$ cat config.mk
export PLATFORM = sky130hd
export DESIGN_NAME = serial_paralelo_rx_flat
export DESIGN_NICKNAME = d
export VERILOG_FILES = /design/src/rtl/serial_paralelo_rx_pkg.sv /design/src/rtl/serial_paralelo_rx_if.sv /design/src/rtl/serial_paralelo_rx_shift8.sv /design/src/rtl/serial_paralelo_rx.sv /design/src/flat_wrapper.sv
export SDC_FILE = /design/constraint.sdc
export NUM_CORES = 1
export LEC_CHECK = 0
export ABC_AREA = 1
export BUFFER_PORTS_ARGS = -buffer_cell sky130_fd_sc_hd__buf_2
export CAP_MARGIN = 20
export CELL_PAD_IN_SITES_DETAIL_PLACEMENT = 0
export CELL_PAD_IN_SITES_GLOBAL_PLACEMENT = 1
export CORE_MARGIN = 3
export CORE_UTILIZATION = 44
export DETAILED_ROUTE_END_ITERATION = 10
export GPL_TIMING_DRIVEN = 0
export PLACE_DENSITY_LB_ADDON = 0.25
export SETUP_SLACK_MARGIN = 0.15
export SLEW_MARGIN = 0
export SYNTH_ARGS = -nofsm -noshare
export SYNTH_HDL_FRONTEND = slang
export SYNTH_SLANG_ARGS = --single-unit
$ cat constraint.sdc
create_clock -name clk_32f -period 2.9 [get_ports clk_32f]
set_clock_uncertainty 0.05 [all_clocks]
set_input_delay 0.145 -clock clk_32f [delete_from_list [all_inputs] [get_ports clk_32f]]
set_output_delay 0.145 -clock clk_32f [all_outputs]
set_load 0.01 [all_outputs]
$ cat src/rtl/serial_paralelo_rx_pkg.sv
`default_nettype none
// ============================================================================
//  Module      : serial_paralelo_rx_pkg
//  Description : Shared constants and state encoding for the serial-to-
//                parallel receiver (idle byte is shared with the transmitter).
//  Revision    : 1.0 - initial release
// ============================================================================
package serial_paralelo_rx_pkg;

    // Idle / alignment byte sent by the transmitter when it has no data
    localparam logic [7:0] IDLE_BYTE_DEFAULT = 8'hBC;

    // Receiver alignment state machine
    typedef enum logic [1:0] {
        HUNT   = 2'd0,
        COUNT  = 2'd1,
        LOCKED = 2'd2
    } rx_state_t;

endpackage : serial_paralelo_rx_pkg
`default_nettype wire

$ cat src/rtl/serial_paralelo_rx_if.sv
`default_nettype none
// ============================================================================
//  Module      : serial_paralelo_rx_if
//  Description : Serial input and byte-wide output bundle of the receiver.
//                master = link/consumer side, slave = receiver side.
//  Revision    : 1.0 - initial release
// ============================================================================
interface serial_paralelo_rx_if;

    logic       in_serial;
    logic [7:0] out_parallel;
    logic       out_valid;
    logic       byte_strobe;
    logic       active;

    modport master (
        output in_serial,
        input  out_parallel,
        input  out_valid,
        input  byte_strobe,
        input  active
    );

    modport slave (
        input  in_serial,
        output out_parallel,
        output out_valid,
        output byte_strobe,
        output active
    );

endinterface : serial_paralelo_rx_if
`default_nettype wire

$ cat src/rtl/serial_paralelo_rx_shift8.sv
`default_nettype none
// ============================================================================
//  Module      : serial_shift8
//  Description : 8-bit MSB-first shift register. sr_next is the value the
//                register takes at the coming edge, so a byte is visible in
//                the same cycle its last bit is on the input.
//  Revision    : 1.0 - initial release
// ============================================================================
module serial_shift8 (
    input  wire logic       clk_32f,
    input  wire logic       reset,
    input  wire logic       in_serial,
    output logic [7:0]      sr_next
);

    logic [7:0] sr_q;
    logic [7:0] sr_d;

    // Shift the new bit in at the LSB end
    always_comb begin
        sr_d = {sr_q[6:0], in_serial};
    end

    assign sr_next = sr_d;

    // Shift register storage, cleared by reset
    always_ff @(posedge clk_32f) begin
        if (reset) begin
            sr_q <= '0;
        end else begin
            sr_q <= sr_d;
        end
    end

endmodule : serial_shift8
`default_nettype wire

$ cat src/rtl/serial_paralelo_rx.sv
`default_nettype none
// ============================================================================
//  Module      : serial_paralelo_rx
//  Description : Deserialises an MSB-first bit stream into bytes. Hunts for
//                the idle byte at any bit offset, confirms byte alignment over
//                LOCK_COUNT consecutive idle bytes, then locks and reports each
//                byte with a valid flag that is low for idle bytes.
//  Revision    : 1.0 - initial release
// ============================================================================
module serial_paralelo_rx
    import serial_paralelo_rx_pkg::*;
#(
    parameter logic [7:0]  IDLE_BYTE  = IDLE_BYTE_DEFAULT,
    parameter int unsigned LOCK_COUNT = 4
) (
    input  wire logic           clk_32f,
    input  wire logic           reset,
    serial_paralelo_rx_if.slave bus
);

    localparam logic [3:0] LOCK_COUNT_C = LOCK_COUNT[3:0];

    logic [7:0] sr_next;

    rx_state_t  state_q,        state_d;
    logic [2:0] bit_cnt_q,      bit_cnt_d;
    logic [3:0] bc_cnt_q,       bc_cnt_d;
    logic [7:0] out_parallel_q, out_parallel_d;
    logic       out_valid_q,    out_valid_d;
    logic       byte_strobe_q,  byte_strobe_d;

    logic       idle_match;
    logic       at_boundary;

    serial_shift8 u_shift (
        .clk_32f   (clk_32f),
        .reset     (reset),
        .in_serial (bus.in_serial),
        .sr_next   (sr_next)
    );

    assign idle_match  = (sr_next == IDLE_BYTE);
    assign at_boundary = (bit_cnt_q == 3'd7);

    // Next-state, counter and output-register logic
    always_comb begin
        state_d        = state_q;
        bit_cnt_d      = bit_cnt_q;
        bc_cnt_d       = bc_cnt_q;
        out_parallel_d = out_parallel_q;
        out_valid_d    = out_valid_q;
        byte_strobe_d  = 1'b0;

        unique case (state_q)
            HUNT: begin
                // No alignment assumed: every cycle is a candidate boundary
                if (idle_match) begin
                    bit_cnt_d = 3'd0;
                    if (LOCK_COUNT == 1) begin
                        state_d = LOCKED;
                    end else begin
                        state_d  = COUNT;
                        bc_cnt_d = 4'd1;
                    end
                end
            end
            COUNT: begin
                bit_cnt_d = bit_cnt_q + 3'd1;
                if (at_boundary) begin
                    if (idle_match) begin
                        if ((bc_cnt_q + 4'd1) == LOCK_COUNT_C) begin
                            state_d  = LOCKED;
                            bc_cnt_d = 4'd0;
                        end else begin
                            bc_cnt_d = bc_cnt_q + 4'd1;
                        end
                    end else begin
                        // Alignment broken: resume hunting on the next bit
                        state_d  = HUNT;
                        bc_cnt_d = 4'd0;
                    end
                end
            end
            LOCKED: begin
                bit_cnt_d = bit_cnt_q + 3'd1;
                if (at_boundary) begin
                    out_parallel_d = sr_next;
                    out_valid_d    = !idle_match;
                    byte_strobe_d  = 1'b1;
                end
            end
            default: begin
                state_d = HUNT;
            end
        endcase
    end

    // State, counters and output registers; reset discards all progress
    always_ff @(posedge clk_32f) begin
        if (reset) begin
            state_q        <= HUNT;
            bit_cnt_q      <= 3'd0;
            bc_cnt_q       <= 4'd0;
            out_parallel_q <= 8'd0;
            out_valid_q    <= 1'b0;
            byte_strobe_q  <= 1'b0;
        end else begin
            state_q        <= state_d;
            bit_cnt_q      <= bit_cnt_d;
            bc_cnt_q       <= bc_cnt_d;
            out_parallel_q <= out_parallel_d;
            out_valid_q    <= out_valid_d;
            byte_strobe_q  <= byte_strobe_d;
        end
    end

    assign bus.out_parallel = out_parallel_q;
    assign bus.out_valid    = out_valid_q;
    assign bus.byte_strobe  = byte_strobe_q;
    assign bus.active       = (state_q == LOCKED);

endmodule : serial_paralelo_rx
`default_nettype wire
$ cat src/flat_wrapper.sv
// flat-port wrapper written by rule: the top's interface ports become plain ports
module serial_paralelo_rx_flat import serial_paralelo_rx_pkg::*;
#(
    parameter logic [7:0]  IDLE_BYTE  = IDLE_BYTE_DEFAULT,
    parameter int unsigned LOCK_COUNT = 4
)
  (clk_32f, reset, bus_in_serial, bus_out_parallel, bus_out_valid, bus_byte_strobe, bus_active);
  serial_paralelo_rx_if bus_i ();
  input  wire logic clk_32f;
  input  wire logic reset;
  input wire logic [$bits(bus_i.in_serial)-1:0] bus_in_serial;
  output wire logic [$bits(bus_i.out_parallel)-1:0] bus_out_parallel;
  output wire logic [$bits(bus_i.out_valid)-1:0] bus_out_valid;
  output wire logic [$bits(bus_i.byte_strobe)-1:0] bus_byte_strobe;
  output wire logic [$bits(bus_i.active)-1:0] bus_active;
  assign bus_i.in_serial = bus_in_serial;
  assign bus_out_parallel = bus_i.out_parallel;
  assign bus_out_valid = bus_i.out_valid;
  assign bus_byte_strobe = bus_i.byte_strobe;
  assign bus_active = bus_i.active;
  serial_paralelo_rx #(.IDLE_BYTE(IDLE_BYTE), .LOCK_COUNT(LOCK_COUNT)) u_core (.clk_32f(clk_32f), .reset(reset), .bus(bus_i));
endmodule
### Yosys cells after proc, flatten, opt, wreduce, memory -nomap -nowiden

Cells that the tools add are included.

| storage, ports and cells | value |
|---|---|
| flip-flop bits (word level) | 26 |
| input bits | 3 |

| cells by class | value |
|---|---|
| add/sub/neg operators | 2 |
| eq/ne operators | 8 |
| multiplexer cells | 13 |
| bitwise operators | 1 |
| reductions and logical operators | 10 |

Operator list:

| cell | number |
|---|---|
| 4-bit two-way mux | 4 |
| 8-bit equality test (second input constant) | 1 |
| 2-bit two-way mux | 4 |
| 4-bit one-hot mux with 2 select lines | 1 |
| 2-bit one-hot mux with 3 select lines | 1 |
| 3-bit one-hot mux with 2 select lines | 1 |
| 4-bit by 1-bit adder with 4-bit output (second input constant) | 1 |
| 4-bit by 3-bit equality test with 1-bit output (second input constant) | 1 |
| 2-bit by 1-bit != test with 1-bit output (second input constant) | 2 |
| 2-bit AND reduction | 2 |
| 4-bit AND reduction | 1 |
| 2-bit nonzero test | 2 |
| 2-bit OR reduction | 2 |
| 3-bit by 1-bit adder with 3-bit output (second input constant) | 1 |
| 3-bit equality test (second input constant) | 1 |
| 3-bit two-way mux | 1 |
| 3-bit != test (second input constant) | 1 |
| 3-bit AND reduction | 1 |
| 2-bit by 1-bit equality test with 1-bit output (second input constant) | 1 |
| 2-bit equality test (second input constant) | 1 |
| 2-bit logical NOT | 1 |
| 1-bit logical NOT | 1 |
| 1-bit two-way mux | 1 |
| 1-bit NOT | 1 |

### Logic depth before layout (Yosys ltp)

Gate-level depths: netlist (run 1).

| logic depth | value |
|---|---|
| word-level depth | 6 |
| depth in mapped cells | 10 |
| depth with buffers taken out | 10 |

### Modules after synthesis

From an unflattened synthesis (run 1), not the netlist that was laid out.

| unflattened totals | value |
|---|---|
| cells, all modules | 157 |
| area total of the unflattened synthesis | 1178.6 µm² |

By module, submodules not included:

| module | times used | cells each | area an instance (µm²) |
|---|---|---|---|
| serial_paralelo_rx | 1 | 135 | 978.4 |
| serial_shift8 | 1 | 22 | 200.2 |

### Worst setup path after synthesis (run 1)

No wires, ideal clock.

| path | value |
|---|---|
| path kind | register -> register |
| start point | register u_core.bit_cnt_q[0] |
| end point | register u_core.bc_cnt_q[2] |
| setup time | 0.128 ns |
| arrival time | 1.203 ns |
| required time | 2.722 ns |
| setup slack | 1.520 ns |
| stages on the path, launching flop included | 8 |
| path buffers | 0 |
| cell sequence | dfxtp_1 ha_1 ha_1 or2_4 nand4_1 nor2_1 nor2_1 nor2_1 |

| between the ends | value |
|---|---|
| cells in the longest elaborated chain, start to end | 3 |

RTL lines:

| element | RTL line | RTL |
|---|---|---|
| from (decl) | serial_paralelo_rx.sv:26 | `logic [2:0] bit_cnt_q, bit_cnt_d;` |
| from (signal assigned) | serial_paralelo_rx.sv:109 | `bit_cnt_q <= bit_cnt_d;` |
| 3-bit equality test | serial_paralelo_rx.sv:43 | `assign at_boundary = (bit_cnt_q == 3'd7);` |
| named net u_core.at_boundary | serial_paralelo_rx.sv:33 | `logic at_boundary;` |
| 2-bit by 1-bit != test with 1-bit output (no source line) | n/a |  |
| 3-bit AND reduction (no source line) | n/a |  |
| to (signal assigned) | serial_paralelo_rx.sv:110 | `bc_cnt_q <= bc_cnt_d;` |
| to (decl) | serial_paralelo_rx.sv:27 | `logic [3:0] bc_cnt_q, bc_cnt_d;` |

The timed path passes the listed nets, and every way through them passes these cells.
A chain may end at the register's enable or synchronous reset.

### Worst setup path in the final report (run 1)

| path | value |
|---|---|
| start point | register u_core.bit_cnt_q[0] |
| end point | register u_core.out_parallel_q[1], in the netlist u_core.bus.out_parallel[1] |

| between the ends | value |
|---|---|
| cells in the longest elaborated chain, start to end | 2 |

RTL lines:

| element | RTL line | RTL |
|---|---|---|
| 3-bit equality test | serial_paralelo_rx.sv:43 |  |
| named net u_core.at_boundary | serial_paralelo_rx.sv:33 |  |
| 2-bit AND reduction (no source line) | n/a |  |
| to (signal assigned) | serial_paralelo_rx.sv:111 | `out_parallel_q <= out_parallel_d;` |
| to (decl) | serial_paralelo_rx.sv:28 | `logic [7:0] out_parallel_q, out_parallel_d;` |

The timed path passes the listed nets, and every way through them passes these cells.

==> run metrics, run 1 <==
status finished, final reports clean; number of synthesized register bits 26; Layout area overhead 15.10%; CP bufs+invs 2; drt initial violations 14; Leak about 0.63 nW; register area 520.5 um^2; Routed Antenna Nets 0; Yosys cell types 22; DRC errors left 0; total CTS buffers 3; synthesized net count between 150 and 200; Worst EP arrival between 1.5 and 2 ns; layout cell share with drive strength beyond 1 18.29%; post-cts hold buffer count 2; Top delay family on crit path buffers and inverters; Fmax 629.3 MHz; Multi-input gate area 531.8 um^2; Fin. Hold Viols 0; Worst-Skew Late Latency 0.34 ns; maximum VDD drop 522.4 uV; die boundary height between 50 and 60 um; cells after synthesis ~150; worst-case reg-to-reg path depth 7; drt pass-1 iters 4; Total Power 1.024 mW; CTS resizes 0; clk root buf clkbuf_4; Post-CTS Setup Inserts 0; largest net degree at the start of global routing 16; crit path from u_core.bit_cnt_q[0]; FILL cells 220; FF-to-FF Start u_core.bit_cnt_q[0]; chip width 56.98 um; Worst path max stage delay 0.39 ns; CTS tree done; RR Endpoint u_core.bus.out_parallel[1]; Clock transition at path regs 0.15 ns; post-layout util a little under three fifths; total grt overflow 0; Critical Path RT 3.12 ns; die area 3247 um^2; clock sinks 26; # rows 17; # Max-Cap Violations 0; setup violators final 0; Final nets about 180; Slowest cell on crit path dfxtp_1; GP Congestion 0.7534; I/O pin total 14; Crit path depth 7; PD cells 777.7 nW/um^2; RSZ-0062 raised after global routing no; Avg Cell Area, Syn ~8 um^2; vias in the first global route 875; Critical path destination u_core.bus.out_parallel[1]; # diodes 0; CTS max path bufs 2; Worst setup EP type register; CP max FO 10; sequential fraction of the synthesis area 45.51%; Initial Util between 40% and 50%; Avg WL per Cell around 11 um; Post-Syn Area 1144 um^2; drt total wl 2111 um; H-tree levels 1; CP Class register to register; GRT Total Usage 14.28%; routed vias between 900 and 1000; first-pass GRT wire length 3643 um; total negative slack 0 ns; Least-Margin Pin Slew 0.4304 ns; r2r setup slk 1.31 ns; Core ar. 2340 um^2; min cycle time layout 1.589 ns; class of the worst hold path register to register; smallest hold slack 0.3976 ns; type of origin of the critical path register; worst path cell trace ha_1 > ha_1 > nand2_1 > inv_1 > buf_2 > o21ai_0 > a21oi_1; Slew Viols, Final 0; Tcrit/Tclk final a little over half; post-DP HPWL 1586 um; initial antenna violation count 0; cell mode on critical path ha_1; PortBufs 13; yosys warns 0; Via density between 4 and 5; Max-slew headroom 71.31%
==> cell families after synthesis <==
group / Yosys count / synth area share (%)
and+or+nand+nor: 60 / 26.26
adders and majority gates: 7 / 7.658
buffers and inverters: 24 / 7.986
AOI/OAI and AO/OA: 28 / 12.58
DFF: 26 / 45.51
==> worst register-to-register path: stages, from the launching register on <==
cell and delay [ns]:
dfxtp_1 0.39, ha_1 0.16, ha_1 0.17, nand2_1 0.10
inv_1 0.17, buf_2 0.24, o21ai_0 0.10, a21oi_1 0.14
==> synthesized netlist by cell type <==
cell type  count  area [um^2]
a21oi_1       13        65.06
a21oi_2        1        8.760
buf_2          1        5.000
clkbuf_1       2        7.510
dfxtp_1       26        520.5
ha_1           7        87.58
inv_1         18        67.56
inv_2          3        11.26
nand2_1       19        71.32
nand2_2        1        6.260
nand2_4        1        11.26
nand3_1        5        25.02
nand3_4        1        17.52
nand3b_1       1        7.510
nand3b_4       1        20.02
nand4_1        3        18.77
nor2_1        24        90.09
nor2_2         2        12.51
nor2_4         1        11.26
o21ai_0       13        65.06
o21ai_1        1        5.000
or2_4          1        8.760
==> through the flow <==
| stage | cells | worst slack, ns | instance area [um^2] |
|---|---|---|---|
| global route | 192 | 1.171 | 1316 |
| detailed placement | 186 | 1.342 | 1244 |
| finish | 192 | 1.311 | 1316 |
| floorplan | 145 | 1.520 | 1144 |
| CTS | 192 | 1.299 | 1316 |
| global placement | 186 | 1.371 | 1244 |
==> how the worst min path moves through the flow <==
| stage | cells after the start | end | startpoint |
|---|---|---|---|
| finish | 2 | u_core.u_shift.sr_q[6] | u_core.u_shift.sr_q[5] |
| global route | 2 | u_core.u_shift.sr_q[1] | u_core.u_shift.sr_q[0] |
| CTS | 2 | u_core.u_shift.sr_q[6] | u_core.u_shift.sr_q[5] |
| detailed placement | 3 | u_core.u_shift.sr_q[0] | bus_in_serial |
| global placement | 3 | u_core.u_shift.sr_q[0] | bus_in_serial |
| floorplan | 1 | u_core.bit_cnt_q[0] | reset |
==> metal layers <==
layer	GRT usage, %	share of wire [%]	vias to the layer above
li1	-	-	501
met1	17.29	49	425
met2	23.65	46	14
met3	4.751	3.0	4
met4	4.967	1.5	0
met5	0	0	-
==> state kept, by name (all words and copies together) (netlist names) <==
register	flops
u_core.bc_cnt_q	4
u_core.state_q	2
u_core.bit_cnt_q	3
u_core.bus.out_parallel	8
u_core.bus.byte_strobe	1
u_core.u_shift.sr_q	7
u_core.bus.out_valid	1
==> where the power goes <==
part | switching, mW | internal, mW | total [mW]
Clock | 0.116 | 0.140 | 0.256
Combinational | 0.213 | 0.131 | 0.345
Sequential | 0.0308 | 0.392 | 0.423
Total | 0.360 | 0.664 | 1.02
==> placed cells by master, fill, tap and decap left out, drive strengths merged <==
cell         count
nand3b           2
dlygate4sd3      2
nor2            27
ha               7
nand4            3
bufinv           1
buf             14
a21oi           14
nand3            6
nand2           21
inv             21
o21ai           14
dfxtp           26
or2              1
clkbuf           5
==> final cells by class <==
class	count	share of cell area (%)
multi-input cells	95	40.40
well taps	28	2.662
flip-flops and latches	26	39.54
plain buffers	3	0.9506
inverters	21	5.989
repair buffers	15	6.464
clock buffers	3	1.711
clock inverters	1	2.281
Note: power is estimated with default switching activity, not from simulation.
==> inputs of run 2 (changes only) <==
CORE_UTILIZATION = 37   (was 44)
clock period = 1.4 ns   (was 2.9 ns; I/O delays follow)
==> run 2 against run 1 <==
Against the previous run: combinational power grew to 3.4 times the previous value; sequential share of layout area decreased by 5.3 points; fmax grew 15%; register-to-register slack got worse by 1.3 ns; highest routed layer unchanged; final cell count grew 7.3%; routed wire length grew 20%; global-route usage barely moved; sequential power increased by 120%; total power is 140% higher.
==> run metrics, run 2 (synthesis gave the netlist of run 1 again) <==
status finished, final reports clean; min cycle time layout 1.378 ns (-0.2114 ns); chip width 61.60 um (+8.1%); WL met3 65 um (+1.6%); Max-slew headroom 69.27% (-2.0 points); slack of the critical path 0.02223 ns (-1.289 ns); Layout area overhead 38.07%; type of origin of the critical path register; clk root buf clkbuf_4; die area 3794 um^2 (+17%); total CTS buffers 3 (unchanged); I/O pin total 14 (unchanged); Top delay family on crit path simple AND/OR/NAND/NOR gates; smallest hold slack 0.01074 ns (-0.3869 ns); placed cell count 189 (+1.6%); worst path cell trace ha_4 > ha_4 > or2_4 > nand3_4 > nand2_1 > inv_1 > nor2_1 > nor2_1; Final nets 186 (+6.3%); maximum VDD drop 686.6 uV (+31%); Initial Util 40.09% (-8.8 points); Max Used Layer met4; WL met2 1256 um (+30%); pre-CTS WS -0.01746 ns (-1.359 ns); CTS max path bufs 2 (unchanged); Slowest cell on crit path dfxtp_2; H-tree levels 1 (unchanged); PortBufs 13 (unchanged); # diodes 0 (unchanged); # Max-Cap Violations 0 (unchanged); Avg WL per Cell 12.34 um (+12%); vias in the first global route 926 (+5.8%); commonest non-fill, non-tap cell in the layout nor2_1; drt initial violations 21 (+7); initial antenna violation count 0 (unchanged); Worst-Skew Late Latency 0.32 ns (-0.02 ns); Multi-input gate area 673.1 um^2 (+27%); Slew Viols, Final 0 (unchanged); wl on met1 1186 um (+14%); first-pass GRT wire length 4008 um (+10%); layout cell share with drive strength beyond 1 40.57% (+22 points); total negative slack 0 ns (unchanged); class of the worst hold path primary input to register; DRC errors left 0 (unchanged); CP Class register to register; Non-Filler Instances 206 (+7.3%); Worst setup EP type register; Core ar. 2853 um^2 (+22%); CTS tree done; total grt overflow 0 (unchanged); fin area 1579 um^2 (+20%); routed vias 1012 (+7.2%); Leak 0.7112 nW (+12%); most frequent cells in the layout nor2_1, dfxtp_1, inv_1, nand2_1, a21oi_1; GRT Total Usage 14.27% (about the same); Tcrit/Tclk final 98.41% (+44 points); Critical Path RT 1.61 ns (-1.51 ns); drt pass-1 iters 4 (unchanged); clock sinks 26 (unchanged); setup violators final 0 (unchanged); CP max FO 6 (-4); drt total wl 2543 um (+20%); RSZ-0062 raised after global routing yes; largest net degree at the start of global routing 15 (-1); Worst path max stage delay 0.36 ns (-0.03 ns); max FFs per register 8 (unchanged); Least-Margin Pin Slew 0.4610 ns (+0.03065 ns); CP bufs+invs 1 (-1); # rows 19 (+2); Clock transition at path regs 0.14 ns (about the same); Fmax 725.8 MHz (+15%); Via density 4.913 (about the same); Total Power 2.464 mW (+140%); post-layout util 55.35% (-0.91 points); post-DP HPWL 1649 um (+4.0%); die boundary height 61.60 um (+8.1%); Routed Antenna Nets 0 (unchanged); FILL cells 289 (+31%); PD cells 1561 nW/um^2 (+100%); register area 540.5 um^2 (+3.8%); GP Congestion 0.7215 (-4.2%); Fin. Hold Viols 0 (unchanged); Area after DPL 1287 um^2 (+3.5%); Worst EP arrival 1.59 ns (-0.22 ns)
[run 2: changes by cell type in the layout (fill, tap and decap cells not counted), moves of 4 or more]
cell	change
nand2_2	+4
dfxtp_1	-10
ha_1	-6
inv_1	-4
nand2_1	-5
dfxtp_2	+7
buf_4	+8
buf_6	+5
ha_4	+6
[run 2: report_power, final]
part | switching [mW] | leakage, nW | internal, mW
registers | 0.0839 | 0.216 | 0.838
logic | 0.598 | 0.474 | 0.564
clock network | 0.222 | 0.0210 | 0.159
[run 2: routing by layer]
| layer | GRT usage [%] | up-vias |
|---|---|---|
| met5 | 0 | - |
| met4 | 5.455 | 0 |
| met3 | 3.145 | 5 |
| met2 | 23.32 | 12 |
| met1 | 18.27 | 472 |
| li1 | - | 523 |
[run 2: area by class of cell]
cell class	count	area share, %
Buffer	3	1.189
Clock buffer	4	2.298
Inverter	21	5.468
Multi-Input combinational cell	95	42.63
Sequential cell	26	34.23
Tap cell	31	2.456
Timing Repair Buffer	26	11.73
[run 2: final timing paths]
| kind | cells after the start | slack (ns) | endpoint | startpoint |
|---|---|---|---|---|
| max reg2reg | 8 | 0.02 | u_core.bc_cnt_q[2] | u_core.bit_cnt_q[1] |
| min | 4 | 0.01 | u_core.bus.out_valid | reset |
| min reg2reg | 2 | 0.41 | u_core.u_shift.sr_q[4] | u_core.u_shift.sr_q[3] |
| max | 8 | 0.02 | u_core.bc_cnt_q[2] | u_core.bit_cnt_q[1] |
[run 2: repair_timing]
| item | CTS | global route |
|---|---|---|
| buffers inserted | 3 | 7 |
| hold buffers | 2 | 0 |
| pin swaps | 12 | 13 |
| setup endpoints to repair | 19 | 19 |
| hold endpoints to repair | 5 | 0 |
| resized for setup | 17 | 26 |
| cloned | 1 | 0 |
[run 2: worst reg2reg max path: cells and delay by family, from the launching register on]
family                   cells  cell delay, ns
adder cells (fa/ha/maj)      2            0.31
flip-flops                   1            0.36
buffers and inverters        1            0.05
AND/OR/NAND/NOR              5            0.55
==> inputs of run 3 (changes only) <==
CELL_PAD_IN_SITES_DETAIL_PLACEMENT = default   (was 0)
CELL_PAD_IN_SITES_GLOBAL_PLACEMENT = default   (was 1)
CORE_UTILIZATION = 45   (was 37)
==> run 3 against run 2 <==
Against the previous run: the flow now finishes with violations (negative hold slack); design area is 0.79% higher; critical path depth unchanged; final cell count shrank 0.97%; combinational power about the same; die area shrank 16%; fmax decreased by 0.66%.
==> run metrics, run 3 (synthesis gave the netlist of run 1 again) <==
initial antenna violation count 0 (unchanged); RSZ-0062 raised after global routing yes; smallest hold slack -0.0003343 ns (-0.01107 ns); total CTS buffers 3 (unchanged); Worst path max stage delay 0.39 ns (+0.03 ns); clock network fraction of total power 20.0% (+4.6 points); GP Congestion 0.7703 (+6.8%); die boundary height 56.41 um (-8.4%); Final nets 187 (+0.54%); worst path cell trace buf_4 > ha_1 > nand2_2 > inv_2 > a21oi_4 > nor2_4 > nor2_1 > nor2_1; Tcrit/Tclk final 99.07% (+0.66 points); die area 3182 um^2 (-16%); I/O pin total 14 (unchanged); most frequent cells in the layout nor2_1, dfxtp_1, inv_1, a21oi_1, buf_2; Leak 0.6987 nW (-1.8%); Non-Filler Instances 204 (-0.97%); Initial Util 49.33% (+9.2 points); Worst EP arrival 1.57 ns (-0.02 ns); clock sinks 26 (unchanged); CTS max path bufs 2 (unchanged); # Max-Cap Violations 0 (unchanged); max FFs per register 8 (unchanged); cell mode on critical path nor2_1; Routed Antenna Nets 0 (unchanged); min cycle time layout 1.387 ns (+0.009219 ns); commonest non-fill, non-tap cell in the layout nor2_1; PD cells 1611 nW/um^2 (+3.2%); Core ar. 2318 um^2 (-19%); Slew Viols, Final 0 (unchanged); Fmax 721.0 MHz (-0.66%); Area after DPL 1284 um^2 (-0.29%); Worst-Skew Late Latency 0.33 ns (about the same); class of the worst hold path primary input to register; Critical Path RT 1.58 ns (-0.03 ns); Total Power 2.563 mW (+4.0%); H-tree levels 1 (unchanged); drt total wl 2442 um (-4.0%); Seq pwr share 35.9% (-1.5 points); placed cell count 186 (-1.6%); Slowest cell on crit path dfxtp_4; Least-Margin Pin Slew 0.4586 ns (-0.002378 ns); Max-slew headroom 69.42% (+0.16 points); total grt overflow 0 (unchanged); CTS tree done; routed vias 1010 (-0.20%); maximum VDD drop 971.8 uV (+42%); type of origin of the critical path register; net switching power figure 0.8906 mW (-1.4%); DRC errors left 0 (unchanged); drt pass-1 iters 4 (unchanged); # diodes 0 (unchanged); setup violators final 0 (unchanged); Fin. Hold Viols 1 (+1); drt initial violations 21 (unchanged); Layout area overhead 39.17%; post-DP HPWL 1590 um (-3.6%); logic gate share of total power 44.1% (-3.0 points); status finished, violations left; total negative slack 0 ns (unchanged); Via density 4.951 (+0.78%); vias in the first global route 957 (+3.3%); CP max FO 3 (-3); # rows 17 (-2); sw frac 34.75% (-1.9 points); failing checks negative hold slack; GRT Total Usage 15.70% (+1.4 points); Worst setup EP type register; CP Class register to register; fin area 1592 um^2 (+0.79%); chip width 56.41 um (-8.4%); cell internal pwr 1.673 mW (+7.2%); largest net degree at the start of global routing 16 (+1); Avg WL per Cell 11.97 um (-3.0%); clk root buf clkbuf_4; Clock transition at path regs 0.14 ns (about the same); first-pass GRT wire length 4015 um (+0.17%); layout cell share with drive strength beyond 1 42.61% (+2.0 points); PortBufs 13 (unchanged)
run 3: cell type report:
cell class	count	area [um^2]
timing repair buffer	27	191.4
tap	28	35.03
inverter	21	86.33
buffer	3	22.52
fill	179	726.9
clock inverter	1	30.03
sequential	26	536.8
clock buffer	3	22.52
multi-input combinational	95	666.9
run 3: through the flow:
stage	utilization, %	setup WS, ns	hold slack (ns)
after global placement	55.37	0.01245	0.2372
after global routing	68.65	-0.06283	0.03213
after detailed placement	55.37	-0.02355	0.2636
after CTS	61.74	0.02498	0.006682
final	68.65	0.01301	-0.0003343
after floorplan	-	0.1122	0.08165
run 3: power groups by stage:
stage | Combinational, mW | Clock, mW | Sequential [mW]
6_report | 1.13 | 0.513 | 0.920
5_1_grt | 1.25 | 0.550 | 0.929
4_1_cts | 0.850 | 0.519 | 0.884
3_5_place_dp | 0.701 | 0 | 0.910
3_3_place_gp | 0.680 | 0 | 0.900
2_1_floorplan | 0.585 | 0 | 0.889
run 3: layer usage:
metal	global-route usage, %	up-vias	routed length [um]
met5	0	-	0
met4	8.136	0	51
met3	1.379	5	49
met2	27.88	13	1298
met1	18.57	467	1042
li1	-	525	-
run 3: worst paths after layout:
kind,start,endpoint,slack [ns],depth (start not counted)
max reg2reg,u_core.bc_cnt_q[0],u_core.state_q[0],0.01,8
max,u_core.bc_cnt_q[0],u_core.state_q[0],0.01,8
min reg2reg,u_core.u_shift.sr_q[5],u_core.u_shift.sr_q[6],0.40,2
min,reset,u_core.bus.out_parallel[3],-0.0003,4
run 3: timing repair:
item	CTS	global route
resized for setup	11	37
buffers inserted	5	6
pin swaps	5	15
endpoints found under the setup margin	18	19
hold buffers	3	0
endpoints found under the hold margin	5	0
run 3: critical path: cells and delay by family, from the launching register on:
kind / cells / cell delay [ns]
AOI/OAI and AO/OA: 1 / 0.18
adders and majority gates: 1 / 0.20
buffers and inverters: 2 / 0.18
DFF: 1 / 0.39
and+or+nand+nor: 4 / 0.29
